==> src/rtl/mem_ctrl_pkg.sv <==
// Shared types and constants for the memory-stage access controller.
package mem_ctrl_pkg;

   typedef enum logic [1:0] {
      IDLE   = 2'd0,
      ACCESS = 2'd1,
      DONE   = 2'd2
   } mem_state_t;

   localparam logic SC_SUCCESS = 1'b0;
   localparam logic SC_FAIL    = 1'b1;

endpackage

==> src/rtl/lr_sc_link_reg.sv <==
// LR/SC reservation register: holds the linked word, compares it against the
// current access address and drops it on matching invalidations or explicit clears.
module lr_sc_link_reg #(
   parameter int ADDR_W   = 32,
   parameter int GRAN_LSB = 2
) (
   input  logic              clk_i,
   input  logic              rst_ni,
   input  logic              set_i,
   input  logic [ADDR_W-1:0] set_addr_i,
   input  logic              clr_i,
   input  logic              inv_valid_i,
   input  logic [ADDR_W-1:0] inv_addr_i,
   input  logic [ADDR_W-1:0] cmp_addr_i,
   output logic              link_valid_o,
   output logic              link_match_o,
   output logic              inv_hit_o
);

   logic              valid_q, valid_d;
   logic [ADDR_W-1:0] addr_q, addr_d;
   logic              inv_on_set;

   assign inv_hit_o    = inv_valid_i && (inv_addr_i[ADDR_W-1:GRAN_LSB] == addr_q[ADDR_W-1:GRAN_LSB]);
   assign inv_on_set   = inv_valid_i && (inv_addr_i[ADDR_W-1:GRAN_LSB] == set_addr_i[ADDR_W-1:GRAN_LSB]);
   assign link_match_o = valid_q && (cmp_addr_i[ADDR_W-1:GRAN_LSB] == addr_q[ADDR_W-1:GRAN_LSB]);
   assign link_valid_o = valid_q;

   // A new LR replaces any old reservation; a same-cycle invalidation of its word leaves it unset.
   always_comb begin
      valid_d = valid_q;
      addr_d  = addr_q;
      if (set_i) begin
         valid_d = !inv_on_set;
         addr_d  = set_addr_i;
      end else if (clr_i || inv_hit_o) begin
         valid_d = 1'b0;
      end
   end

   always_ff @(posedge clk_i or negedge rst_ni) begin
      if (!rst_ni) begin
         valid_q <= 1'b0;
         addr_q  <= '0;
      end else begin
         valid_q <= valid_d;
         addr_q  <= addr_d;
      end
   end

endmodule

==> src/rtl/mem_access_ctrl.sv <==
// Memory-stage request controller: sequences dcache loads/stores/LR/SC, stalls the
// pipeline until completion and returns load data or the SC result.
module mem_access_ctrl
   import mem_ctrl_pkg::*;
#(
   parameter int ADDR_W   = 32,
   parameter int DATA_W   = 32,
   parameter int GRAN_LSB = 2
) (
   input  logic              CLK,
   input  logic              nRST,
   input  logic              mem_read,
   input  logic              mem_write,
   input  logic              atomic,
   input  logic [ADDR_W-1:0] addr,
   input  logic [DATA_W-1:0] store_data,
   input  logic              dhit,
   input  logic [DATA_W-1:0] dmemload,
   input  logic              inv_valid,
   input  logic [ADDR_W-1:0] inv_addr,
   output logic              dmemREN,
   output logic              dmemWEN,
   output logic [ADDR_W-1:0] dmemaddr,
   output logic [DATA_W-1:0] dmemstore,
   output logic              mem_stall,
   output logic              mem_done,
   output logic [DATA_W-1:0] rdata,
   output logic              link_valid
);

   mem_state_t        state_q, state_d;
   logic [DATA_W-1:0] rdata_q, rdata_d;
   logic              req, is_lr, is_sc, sc_ok;
   logic              link_set, link_clr, link_match, inv_hit;

   assign req   = mem_read || mem_write;
   assign is_lr = atomic && mem_read;
   assign is_sc = atomic && mem_write;
   // An invalidation arriving with the SC beats the reservation.
   assign sc_ok = link_match && !inv_hit;

   lr_sc_link_reg #(
      .ADDR_W   (ADDR_W),
      .GRAN_LSB (GRAN_LSB)
   ) u_link (
      .clk_i        (CLK),
      .rst_ni       (nRST),
      .set_i        (link_set),
      .set_addr_i   (addr),
      .clr_i        (link_clr),
      .inv_valid_i  (inv_valid),
      .inv_addr_i   (inv_addr),
      .cmp_addr_i   (addr),
      .link_valid_o (link_valid),
      .link_match_o (link_match),
      .inv_hit_o    (inv_hit)
   );

   always_comb begin
      state_d  = state_q;
      rdata_d  = rdata_q;
      link_set = 1'b0;
      link_clr = 1'b0;
      unique case (state_q)
         IDLE: begin
            if (req) begin
               if (is_sc && !sc_ok) begin
                  state_d  = DONE;
                  rdata_d  = {{(DATA_W-1){1'b0}}, SC_FAIL};
                  link_clr = 1'b1;
               end else begin
                  state_d = ACCESS;
               end
            end
         end
         ACCESS: begin
            if (dhit) begin
               state_d  = DONE;
               link_set = is_lr;
               link_clr = is_sc || (mem_write && link_match);
               if (mem_read)   rdata_d = dmemload;
               else if (is_sc) rdata_d = {{(DATA_W-1){1'b0}}, SC_SUCCESS};
            end
         end
         DONE:    state_d = IDLE;
         default: state_d = IDLE;
      endcase
   end

   always_ff @(posedge CLK or negedge nRST) begin
      if (!nRST) begin
         state_q <= IDLE;
         rdata_q <= '0;
      end else begin
         state_q <= state_d;
         rdata_q <= rdata_d;
      end
   end

   // Stall is qualified by reset so an abandoned request cannot hold the pipe.
   assign mem_stall = nRST && (((state_q == IDLE) && req) || (state_q == ACCESS));
   assign mem_done  = (state_q == DONE);
   assign dmemREN   = (state_q == ACCESS) && mem_read;
   assign dmemWEN   = (state_q == ACCESS) && mem_write;
   assign dmemaddr  = addr;
   assign dmemstore = store_data;
   assign rdata     = rdata_q;

endmodule

==> config.mk <==
export PLATFORM = sky130hd
export DESIGN_NAME = mem_access_ctrl
export DESIGN_NICKNAME = d
export VERILOG_FILES = /design/src/rtl/mem_ctrl_pkg.sv /design/src/rtl/lr_sc_link_reg.sv /design/src/rtl/mem_access_ctrl.sv
export SDC_FILE = /design/constraint.sdc
export NUM_CORES = 1
export LEC_CHECK = 0
export CAP_MARGIN = 30
export CELL_PAD_IN_SITES_DETAIL_PLACEMENT = 0
export CELL_PAD_IN_SITES_GLOBAL_PLACEMENT = 1
export CORE_MARGIN = 5
export CORE_UTILIZATION = 28
export DETAILED_ROUTE_END_ITERATION = 7
export PLACE_DENSITY = 0.85
export SLEW_MARGIN = 5
export SYNTH_ARGS = -nofsm -noshare
export SYNTH_HDL_FRONTEND = slang
export SYNTH_SLANG_ARGS = --single-unit
==> constraint.sdc <==
create_clock -name CLK -period 2.4 [get_ports CLK]
set_input_delay 0.24 -clock CLK [delete_from_list [all_inputs] [get_ports CLK]]
set_output_delay 0.24 -clock CLK [all_outputs]
set_load 0.005 [all_outputs]
==> results of run 1 <==
## cell type report
class                           count  area [µm²]
Fill cell                        1384        7970
Timing Repair Buffer              204        1950
Multi-Input combinational cell    214        1780
Sequential cell                    65        1630
Clock buffer                        9         225
Tap cell                          180         225
Clock inverter                      7         103
Inverter                            1        3.75
## flip-flops by register name, summed over array words and instances, names as in the netlist
name,cells
u_link.link_valid_o,1
rdata,32
u_link.addr_q,30
state_q,2
## worst register-to-register path, cell delays in order (launching register included)
cell,delay [ns]
sky130_fd_sc_hd__dfrtp_1,0.41
sky130_fd_sc_hd__xor2_1,0.15
sky130_fd_sc_hd__nor4_1,0.44
sky130_fd_sc_hd__buf_4,0.19
sky130_fd_sc_hd__nand4_1,0.15
sky130_fd_sc_hd__a211o_1,0.32
sky130_fd_sc_hd__a21oi_4,0.20
sky130_fd_sc_hd__buf_12,0.18
sky130_fd_sc_hd__a22o_1,0.14
## through the flow
step / TNS [ns] / total power (W) / hold WS (ns)
6_report: 0 / 0.00582 / 0.187
5_1_grt: 0 / 0.00618 / 0.257
4_1_cts: 0 / 0.00591 / 0.204
3_5_place_dp: -6.85 / 0.00441 / 0.480
3_3_place_gp: -5.83 / 0.00435 / 0.480
2_1_floorplan: 0 / 0.00321 / -0.0556
## kinds of logic (layout without fill, tap and decap cells)
family	Yosys count	in the layout	share of synthesized area, %
buf+inv	75	221	13.8
flops	65	65	41.2
simple gates	50	50	7.31
mux	30	30	8.55
compound gates	44	44	9.25
xor+xnor	90	90	19.9
## per-layer routing
metal  GRT usage, %  part of all wire, %  up-vias
met5              0                0.089        -
met1           17.2                   40     1462
met2           24.6                   47      156
met3           6.35                   11       29
li1               -                    -     1466
met4           5.19                  2.3        2
## power groups by stage
| stage | logic [W] | clock network [W] | registers (W) |
|---|---|---|---|
| floorplan | 0.00116 | 0 | 0.00205 |
| global placement | 0.00226 | 0 | 0.00209 |
| detailed placement | 0.00232 | 0 | 0.00209 |
| CTS | 0.00232 | 0.00148 | 0.00210 |
| global route | 0.00247 | 0.00153 | 0.00218 |
| finish | 0.00227 | 0.00145 | 0.00210 |
## cells in the final DEF, fill, tap and decap left out, drive strengths merged
cell,n
o21ai,2
a211oi,2
nor4,7
clkdlybuf4s50,164
a21oi,5
inv,3
and2,2
nor3,4
bufinv,2
mux2,30
o2111a,1
dfrtp,65
nor2b,3
nor2,3
a31oi,1
nand3,2
o22ai,1
nor3b,1
nand2,6
xnor2,75
and3,1
clkinvlp,1
clkbuf,9
a22o,31
nand4,19
or4,1
a211o,1
buf,40
xor2,15
clkinv,2
or3,1
## worst paths after layout
path | from | cells after the start | to | slack (ns)
max | addr[6] | 8 | rdata[19] | 0.12
min | nRST | 2 | state_q[0] | 0.19
max reg2reg | u_link.addr_q[20] | 8 | rdata[19] | 0.15
min reg2reg | rdata[31] | 1 | rdata[31] | 0.50
max in group asynchronous | nRST | 2 | rdata[0] | 1.69
min in group CLK | addr[0] | 0 | dmemaddr[0] | 0.48
==> summary by stage, run 1 <==
Routing
The via density per instance is roughly 4.6. The length of the first detailed-routing pass in iterations is 4. For this block, the routed nets add up to between 10000 and 15000 µm of wire. The detailed router finished its first iteration with 94 violations. After detailed routing, the number of remaining DRC violations is 0.

The remaining antenna violation count after routing is 0. Dividing the detail-routed wire length by the instance count gives 18.2 µm. The total via count in the routed design is slightly above 3000.

Final layout
For this run, the number of standard cells in the final layout without fillers is 680. The layout net count is 630. The area growth from synthesis to layout is 49.7%. The repair_antennas step left the layout with diodes totalling 0. The final core utilization is between 40 and 50%. Once layout is done, the placed cells without fillers occupy approximately 6000 µm².

The post-route netlist has 11.6% of its cells at a drive strength greater than 1.

Pwr
The peak supply drop is 0.000540 V. Combinational logic burns between 30% and 40% of the power. Power spread over the standard cell area amounts to 983 nW/µm². In this run the power spent charging and discharging nets is 0.00182 W. The internal power is 0.00399 W. Net switching is around a third of the power.

The proportion of power drawn by the clock network is between 20% and 30%. Of the total power, registers draw between 30% and 40%. The static leakage is between 2 and 2.5 nW.

Global routing
Entering global routing, the biggest net connects 66 pins. The number of global-route vias before repair is ~3500. The first global-routing pass estimated 18800 µm of wire. The combined global-route utilization of all metal layers is about 15%. The number of antenna violations at the first check in global routing is 1. Summed over all layers, the global routing overflow is 0.

Worst setup path
The highest-delay cell along the critical path is sky130_fd_sc_hd__or4_4. In this design, the stage delay of the slowest critical-path cell is between 0.5 and 0.6 ns. The required time at the endpoint of the critical path is ~2.7 ns. The category of the most critical setup path is in2reg.

The sort of element at the start of the critical path is a primary input. The number of buffers and inverters on the critical path is 2. In this run the worst path has a maximum fanout of 25. The kind of cell with the highest combined delay along the critical path is buffers and inverters. The critical path endpoint category is a flip-flop. At the worst endpoint, the arrival time is about 2.5 ns. The critical path goes through clkdlybuf4s50_1 -> xnor2_1 -> nand4_1 -> or4_4 -> a211o_1 -> a21oi_4 -> buf_12 -> a22o_1.

Timing
The tightest slew margin relative to the limit is around 45%. The final max-slew violation count is 0. The worst-margin pin slew is 0.829 ns. Based on the critical path, the design can be clocked at up to between 400 and 500 MHz.

The number of hold violations in the final report is 0. Setup repair after global routing left no endpoint under its margin. Setup slack closes at approximately 0.12 ns. On the final layout, the worst clock skew is around 0.0070 ns. The smallest clock period supported by the final layout is computed as 2.28 ns. The final critical path takes up between 90% and 100% of the cycle.

The count of endpoints failing setup in the final report is 0.

Place
At the end of routability-driven placement, the weighted congestion stood at about 0.9. The number of port buffers is around 170. The worst setup slack before clock tree synthesis is -0.237 ns. After detailed placement, the total cell area comes to 5590 µm². Detailed placement ended at an HPWL of 10000 µm. Once placement completed, the tool counted placed cells totaling roughly 660.

Synth
Dividing the synthesized area by the synthesized cell count gives around 11 µm². Counting flops with an async set or reset pin after synthesis yields a share of between 90% and 100%. Counting instances in the post-synthesis netlist gives the leading cell types as sky130_fd_sc_hd__xnor2_1 (75), sky130_fd_sc_hd__dfrtp_1 (65), sky130_fd_sc_hd__buf_4 (64).

sky130_fd_sc_hd__dfrtp_1 takes more of the synthesized area than any other cell. The fraction of post-synthesis cell area in the top cell type by area is between 40% and 50%. In this run, synthesis produced a sequential element count of 65. Counting every instance in the synthesized netlist gives around 350. In this run, synthesis inferred 0 flip-flops with an integrated enable. In the post-synthesis netlist, the cell with the most instances is sky130_fd_sc_hd__xnor2_1. Yosys attributes the largest share of cell area to sky130_fd_sc_hd__dfrtp_1 (41%), sky130_fd_sc_hd__xnor2_1 (17%), sky130_fd_sc_hd__buf_4 (12%). Counting every net in the synthesized netlist gives a little under 500. The count of distinct cell types in the synthesized netlist is 31. The share of the Yosys chip area taken by registers is 41.2%.

Among all flip-flop cells after synthesis, the most frequent one is sky130_fd_sc_hd__dfrtp_1. The count of synthesis-stage warnings from yosys is 0. After synthesis the cells add up to 3950 µm².

Die
The floorplan has between 40 and 50 rows. For this configuration, the core starts out at a cell density of 28.5%. The floorplan step defined a die boundary enclosing 16600 µm².

The die is 129 µm tall. The die is 129 µm wide. The core region is about 14000 µm². For this design the top-level I/O count stands at roughly 240.

Clock tree
The count of hold buffers inserted by post-cts repair is 0. In this run, CTS created clock tree buffers numbering 9. The clock passes through at most 2 buffers. In this run the number of H-tree levels came out at 3. Gates resized during post-CTS repair numbered 0. The TritonCTS clock tree is yes.

The clock transition time at the flip-flop clock pins of the worst setup and hold paths is 0.06 ns. The total number of clock tree sinks is 65. The clock network latency to the later pin of the worst-skew pair is 0.33 ns. CTS placed an instance of sky130_fd_sc_hd__clkbuf_16 at the clock tree root. The number of buffers inserted to repair setup after CTS is 0.

Worst hold path
The tightest min-delay check is of the in2async type.

Status
The run finished with clean final reports.

Job
The count of maximum capacitance violations is 0.
(Power assumes the default switching activity.)
==> inputs of run 2 (changes only) <==
--- a/config.mk
+++ b/config.mk
@@ -6,10 +6,10 @@
 export NUM_CORES = 1
 export LEC_CHECK = 0
 export CAP_MARGIN = 30
-export CELL_PAD_IN_SITES_DETAIL_PLACEMENT = 0
-export CELL_PAD_IN_SITES_GLOBAL_PLACEMENT = 1
+export CELL_PAD_IN_SITES_DETAIL_PLACEMENT = 2
+export CELL_PAD_IN_SITES_GLOBAL_PLACEMENT = 2
 export CORE_MARGIN = 5
-export CORE_UTILIZATION = 28
+export CORE_UTILIZATION = 22
 export DETAILED_ROUTE_END_ITERATION = 7
 export PLACE_DENSITY = 0.85
 export SLEW_MARGIN = 5
==> run 2 against run 1 <==
  * Global-route usage grew 0.54 points
  * Fmax down 0.60%
  * Non-clock buffer count increased by 24
  * Largest power group unchanged
  * Highest routed layer unchanged
==> summary by stage, run 2 (synthesis results as in run 1) <==
Routing
The initial DRC count is 71. The DRC violation count after routing is 0. The length of the first detailed-routing pass in iterations is 4.

The detail route stage leaves a number of antenna-violating nets equal to 0. The via density per instance is between 4 and 5. The final layout contains routed wiring with a total length of 16000 µm.

The total via count in the routed design is around 3300. The wire length per cell is approximately 21 µm.

Final layout
The area growth from synthesis to layout is 57.2%. The final antenna diode count is 0. The post-route non-filler standard cell count is around 760. The fraction of layout instances using a drive strength above 1 is between 10% and 20%.

In the layout the commonest cells are sky130_fd_sc_hd__clkdlybuf4s50_1 (164), sky130_fd_sc_hd__xnor2_1 (73), sky130_fd_sc_hd__dfrtp_1 (65). The number of filler cells placed in the layout is between 1500 and 2000. The sequential cell area is roughly 1600 µm².

In the final design database the tool counted approximately 660 nets. The number of flip-flops in the largest register is 32. The area of combinational cells with multiple inputs is between 1500 and 2000 µm². The final core utilization is between 30% and 40%.

Leaving out fill and tap cells, the most frequent cell in the layout is sky130_fd_sc_hd__clkdlybuf4s50_1.

Pwr
The internal power is approximately 0.0042 W. The relative contribution of combinational cells to total power is about 44%. Net switching is roughly 32% of the power. The total power after layout is around 0.0062 W.

The peak supply drop is about 0.0004 V. In this run the power density over the cells is 1000 nW/µm². Of the total power, registers draw roughly a third. The net switching power is roughly 0.0020 W.

The proportion of power drawn by the clock network is a little under a quarter. Summed over all cells, the static leakage comes to about 2.5 nW.

Global routing
Across every metal layer, demand over resource in global routing totals approximately 15%. The pin count of the biggest net entering global routing is 66. The global routing usage on met1 is approximately 17%. For met3 alone, demand over resource in global routing was slightly below 5%.

The first global-routing pass estimated 23600 µm of wire. The number of antenna violations at the first check in global routing came to 1. In this run the most used layer during global routing was met2. The number of global-route vias before repair is ~4000.

The total overflow left after global routing is 0. The met2 global-route usage is 27.7%.

Die
The die extent in y is between 100 and 150 µm. After floorplanning, the core was divided into between 40 and 50 placement rows. For this configuration, the core starts out at a cell density of between 20% and 30%. From left edge to right edge, the die measures 144 µm. The floorplan step defined a die boundary enclosing approximately 21000 µm². The core region area is between 15000 and 20000 µm². The boundary pin count is roughly 240.

Timing
Setup repair after global routing left no endpoint under its margin. Clock skew on the completed layout was measured at between 0.004 and 0.005 ns. The number of hold violations in the final report is 0. The final max-slew violation count is 0. The minimum clock period is roughly 2.3 ns. The worst hold slack after final layout is 0.198 ns. The worst pin sits at a relative slew slack of between 40% and 50%. The count of endpoints failing setup in the final report is 0. For the pin with the worst max-slew slack, the measured transition is about 0.87 ns.

The final cycle utilization of the critical path is about 96%. Based on the critical path, the design can be clocked at up to between 400 and 500 MHz. The final worst setup slack is about 0.10 ns.

Clock tree
The tree is rooted in a sky130_fd_sc_hd__clkbuf_16. The number of CTS-inserted buffers is 9. After clock tree synthesis, the clock-pin slew on the worst setup and hold paths is approximately 0.060 ns. The clock network latency to the later pin of the worst-skew pair is between 0.3 and 0.4 ns. TritonCTS built the clock tree. The number of levels in the clock H-tree is 3.

The clock drives 65 sinks. The number of buffers on the longest clock path is 2. The count of hold buffers inserted by post-cts repair is 0.

Status
The run finished with clean final reports.

Place
Once placement completed, the tool counted placed cells totaling about 730. At the placement stage, the worst setup path has a slack of -0.616 ns. The number of port buffers is 165. Detailed placement finished with a half-perimeter wire length of between 10000 and 15000 µm.

The congestion estimate from routability-driven global placement came to roughly 0.8.

Worst setup path
The setup path with the least slack is of type in2reg. The number of cells on the worst reg-to-reg path is 6. The required time at the endpoint of the critical path is between 2 and 3 ns. STA classifies the critical path startpoint as a primary input. The highest fanout seen on the critical path is 8.

STA puts the critical path data arrival time at roughly 2.6 ns. The worst setup path is captured at a flip-flop.

Job
Max-cap violations in this run came to 0.

Worst hold path
The min-delay analysis places its worst path in the category in2async.
## run 2: cell count changes in the layout (fill, tap and decap cells not counted), moves of 2 or more
cell and delta:
sky130_fd_sc_hd__xnor2_1 -2, sky130_fd_sc_hd__clkinv_4 -2, sky130_fd_sc_hd__xnor2_2 +2, sky130_fd_sc_hd__a21oi_4 +2
sky130_fd_sc_hd__clkinv_2 +3, sky130_fd_sc_hd__inv_6 -2, sky130_fd_sc_hd__buf_4 +22
## run 2: routing by layer
metal  vias to the layer above  part of all wire (%)
met3                        30                   8.8
met4                         2                   1.9
li1                       1519                     -
met5                         -                 0.044
met2                       141                    51
met1                      1596                    38
## run 2: what timing repair did
| item | CTS | global route |
|---|---|---|
| setup buffers | 1 | 1 |
| gates cloned | 2 | 0 |
| endpoints found under the setup margin | 31 | 32 |
| pin swaps | 1 | 1 |
| gates resized for setup | 4 | 3 |
| hold endpoints to repair | 0 | 0 |
## run 2: layout make-up
type	count	area share (%)
Sequential cell	65	26.2
Timing Repair Buffer	228	34.5
Clock inverter	6	1.33
Tap cell	229	4.61
Multi-Input combinational cell	216	29.6
Inverter	1	0.0604
Clock buffer	10	3.69
## run 2: power by group through the flow
stage                     clock network (W)  registers, W  logic (W)
after detailed placement                  0       0.00207    0.00268
after global routing                0.00151       0.00214    0.00296
final                               0.00141       0.00208    0.00275
after CTS                           0.00146       0.00208    0.00278
after floorplan                           0       0.00205    0.00116
after global placement                    0       0.00203    0.00256
## run 2: metrics by stage
step	setup TNS, ns	instance area (µm²)
2_1_floorplan	0	3950
3_3_place_gp	-16.65	5790
3_5_place_dp	-18.80	5790
4_1_cts	0	6170
5_1_grt	0	6210
6_report	0	6210
## run 2: worst paths after layout
path                                       start                to  slack [ns]
worst min register to register         rdata[28]         rdata[28]        0.51
worst min-delay path                        nRST  u_link.addr_q[8]        0.20
max in group asynchronous                   nRST          rdata[7]        1.62
worst max register to register  u_link.addr_q[7]         rdata[17]        0.10
min in group CLK                     dmemload[0]          rdata[0]        0.46
worst max-delay path                    addr[25]         rdata[17]        0.10
## run 2: worst max-delay path, stage by stage
cell	delay [ns]
sky130_fd_sc_hd__clkdlybuf4s50_1	0.58
sky130_fd_sc_hd__xnor2_1	0.16
sky130_fd_sc_hd__nand4_1	0.14
sky130_fd_sc_hd__or4_4	0.51
sky130_fd_sc_hd__a211o_2	0.42
sky130_fd_sc_hd__a21oi_4	0.33
sky130_fd_sc_hd__a22o_1	0.19
==> inputs of run 3 (changes only) <==
--- a/config.mk
+++ b/config.mk
@@ -8,7 +8,7 @@
 export CAP_MARGIN = 30
 export CELL_PAD_IN_SITES_DETAIL_PLACEMENT = 2
 export CELL_PAD_IN_SITES_GLOBAL_PLACEMENT = 2
-export CORE_MARGIN = 5
+export CORE_MARGIN = 2
 export CORE_UTILIZATION = 22
 export DETAILED_ROUTE_END_ITERATION = 7
 export PLACE_DENSITY = 0.85
==> run 3 against run 2 <==
  * The run now ends with negative hold slack left
  * Clock power down 6%
  * Non-clock buffer count rose by 3
  * Core utilization increased by 0.27 points
  * Routed wire length is 5.1% lower
  * Critical endpoint is now u_link.link_valid_o
  * Highest routed layer is now met4
==> summary by stage, run 3 (synthesis results as in run 1) <==
Worst setup path
The required time at the endpoint of the critical path is between 2 and 3 ns. The signal arrival time at the worst endpoint is between 2 and 3 ns. The category of the most critical setup path is in2reg. The worst setup path is launched from a primary input.

The worst register-to-register path begins at u_link.addr_q[12]. STA classifies the critical path endpoint as a flip-flop. In this run the worst setup path begins at addr[12].

Along the worst path, the maximum fanout reaches 2.

Timing
For this run, the top clock speed supported by timing is approximately 440 MHz. The tightest slew margin relative to the limit is 45.5%. The number of hold violations in the final report is 1. The tightest hold path in the finished design has a slack of -0.000448 ns. Setup repair after global routing could not meet its margin everywhere. The count of endpoints failing setup in the final report is 0. The final clock skew is roughly 0.0075 ns. The final max-slew violation count is 0. The minimum clock period is about 2.3 ns. The worst-margin pin slew is roughly 0.81 ns.

The final cycle utilization of the critical path is 94.8%.

Pwr
The peak supply drop is 0.000371 V. The analysis attributes to cell leakage a power of between 2 and 3 nW. The power per cell area is 992 nW/µm².

Final layout
In the final design database the tool counted about 660 nets. The repair_antennas step left the layout with diodes totalling 0. Relative to the synthesized area, the layout overhead comes to 57.9%. The filler cells instantiated in the layout total roughly 1900. The post-route netlist has between 10% and 20% of its cells at a drive strength greater than 1. The post-route non-filler standard cell count is 757.

The most frequent standard cell in the layout excluding fill and tap cells is sky130_fd_sc_hd__clkdlybuf4s50_1. The number of flip-flops in the largest register is 32. Leaving out fill and tap cells, the most frequent cells in the layout are sky130_fd_sc_hd__clkdlybuf4s50_1 (164), sky130_fd_sc_hd__xnor2_1 (73), sky130_fd_sc_hd__dfrtp_1 (65).

Global routing
The number of global-route vias before repair is approximately 4000. The number of antenna violations at the first check in global routing was 0. The combined global-route utilization of all metal layers is between 10% and 20%.

The remaining global-route overflow is 0. Entering global routing, the biggest net connects 66 pins. The first global-routing pass estimated between 20000 and 25000 µm of wire.

Clock tree
Clock tree synthesis inserted a total of 9 buffers. Buffers inserted to repair hold after CTS numbered 0. TritonCTS built the clock tree. No sink is reached through more buffers than the 2 on the longest clock path. Clock tree synthesis found a total of between 60 and 70 sinks. The number of levels in the clock H-tree is 3. The clock root buffer is sky130_fd_sc_hd__clkbuf_16.

The clock transition time at the flip-flop clock pins of the worst setup and hold paths is ~0.06 ns. The clock network latency to the later pin of the worst-skew pair is about 0.34 ns.

Routing
The detailed-route wire length is 15200 µm. In this run, the number of DRC markers left after iteration 0 of detailed routing was 80. The length of the first detailed-routing pass in iterations is 4. The remaining antenna violation count after routing is 0. Dividing the detail-routed wire length by the instance count gives ~20 µm. The DRC violation count after routing is 0.

The routed layout has 3323 vias. The via density per instance is 4.39.

Place
The number of port buffers is between 150 and 200. The number of placed instances, taps included, is ~740. Detailed placement finished with a half-perimeter wire length of about 12000 µm.

The global placement routability congestion is roughly 0.8.

Worst hold path
The class of the worst hold path is in2async.

Die
The number of placement rows is 49. roughly 240 I/O pins were placed. For this configuration, the core starts out at a cell density of 22.2%.

The die covers 19000 µm². Measured along the x axis, the die boundary spans 138 µm. The region available for standard cell placement spans approximately 18000 µm². The die extent in y is around 140 µm.

Status
The run finished, with violations left. The final reports fail on negative hold slack.

Job
The count of maximum capacitance violations is 0.
-- run 3: cell type report --
cell class | count | area (µm²) | share of cell area [%]
Clock buffer | 11 | 243 | 3.89
Clock inverter | 5 | 55.1 | 0.882
Inverter | 1 | 3.75 | 0.0602
Multi-Input combinational cell | 215 | 1840 | 29.4
Sequential cell | 65 | 1630 | 26.1
Tap cell | 229 | 287 | 4.59
Timing Repair Buffer | 231 | 2190 | 35.1
-- run 3: metrics by stage --
stage	power, W	setup WS, ns	instance area (µm²)	util, %	TNS [ns]
6_report	0.00619	0.124	6240	35.1	0
3_3_place_gp	0.00461	-0.556	5820	32.7	-17.69
2_1_floorplan	0.00321	0.393	3950	-	0
4_1_cts	0.00628	0.00990	6190	34.8	0
5_1_grt	0.00659	-0.00126	6240	35.1	-0.00126
3_5_place_dp	0.00477	-0.665	5820	32.7	-20.61
-- run 3: report_power, final --
group	leakage [nW]	total, W	switching, W	internal, W
Sequential	0.827	0.00208	0.000449	0.00163
Combinational	1.55	0.00277	0.00108	0.00170
Clock	0.142	0.00133	0.000506	0.000829
-- run 3: what timing repair did --
item,CTS,global route
setup endpoints to repair,32,32
hold endpoints to repair,0,0
buffers inserted,2,0
resized for setup,4,4
cloned,1,0
pin swaps,2,0
-- run 3: metal layers --
layer | vias to the layer above | routed length [µm] | GRT usage (%)
met2 | 143 | 7790 | 28.8
met5 | - | 0 | 0
li1 | 1517 | - | -
met3 | 27 | 1000 | 4.71
met4 | 0 | 300 | 5.37
met1 | 1636 | 6100 | 18.5
-- run 3: critical path, cell delays in order --
cell	delay (ns)
sky130_fd_sc_hd__clkdlybuf4s50_1	0.47
sky130_fd_sc_hd__xnor2_2	0.26
sky130_fd_sc_hd__nand4_1	0.12
sky130_fd_sc_hd__or4_4	0.56
sky130_fd_sc_hd__buf_4	0.15
sky130_fd_sc_hd__a211oi_1	0.28
sky130_fd_sc_hd__nor2_1	0.14
sky130_fd_sc_hd__a211oi_2	0.29
-- run 3: worst paths after layout --
kind / end / slack, ns / depth (start not counted)
setup / recovery: u_link.link_valid_o / 0.12 / 8
hold / removal: u_link.addr_q[14] / -0.0004 / 2
setup reg to reg: u_link.link_valid_o / 0.13 / 7
hold reg to reg: rdata[23] / 0.51 / 1
max in group asynchronous: rdata[14] / 1.87 / 3
min in group CLK: dmemaddr[1] / 0.48 / 0
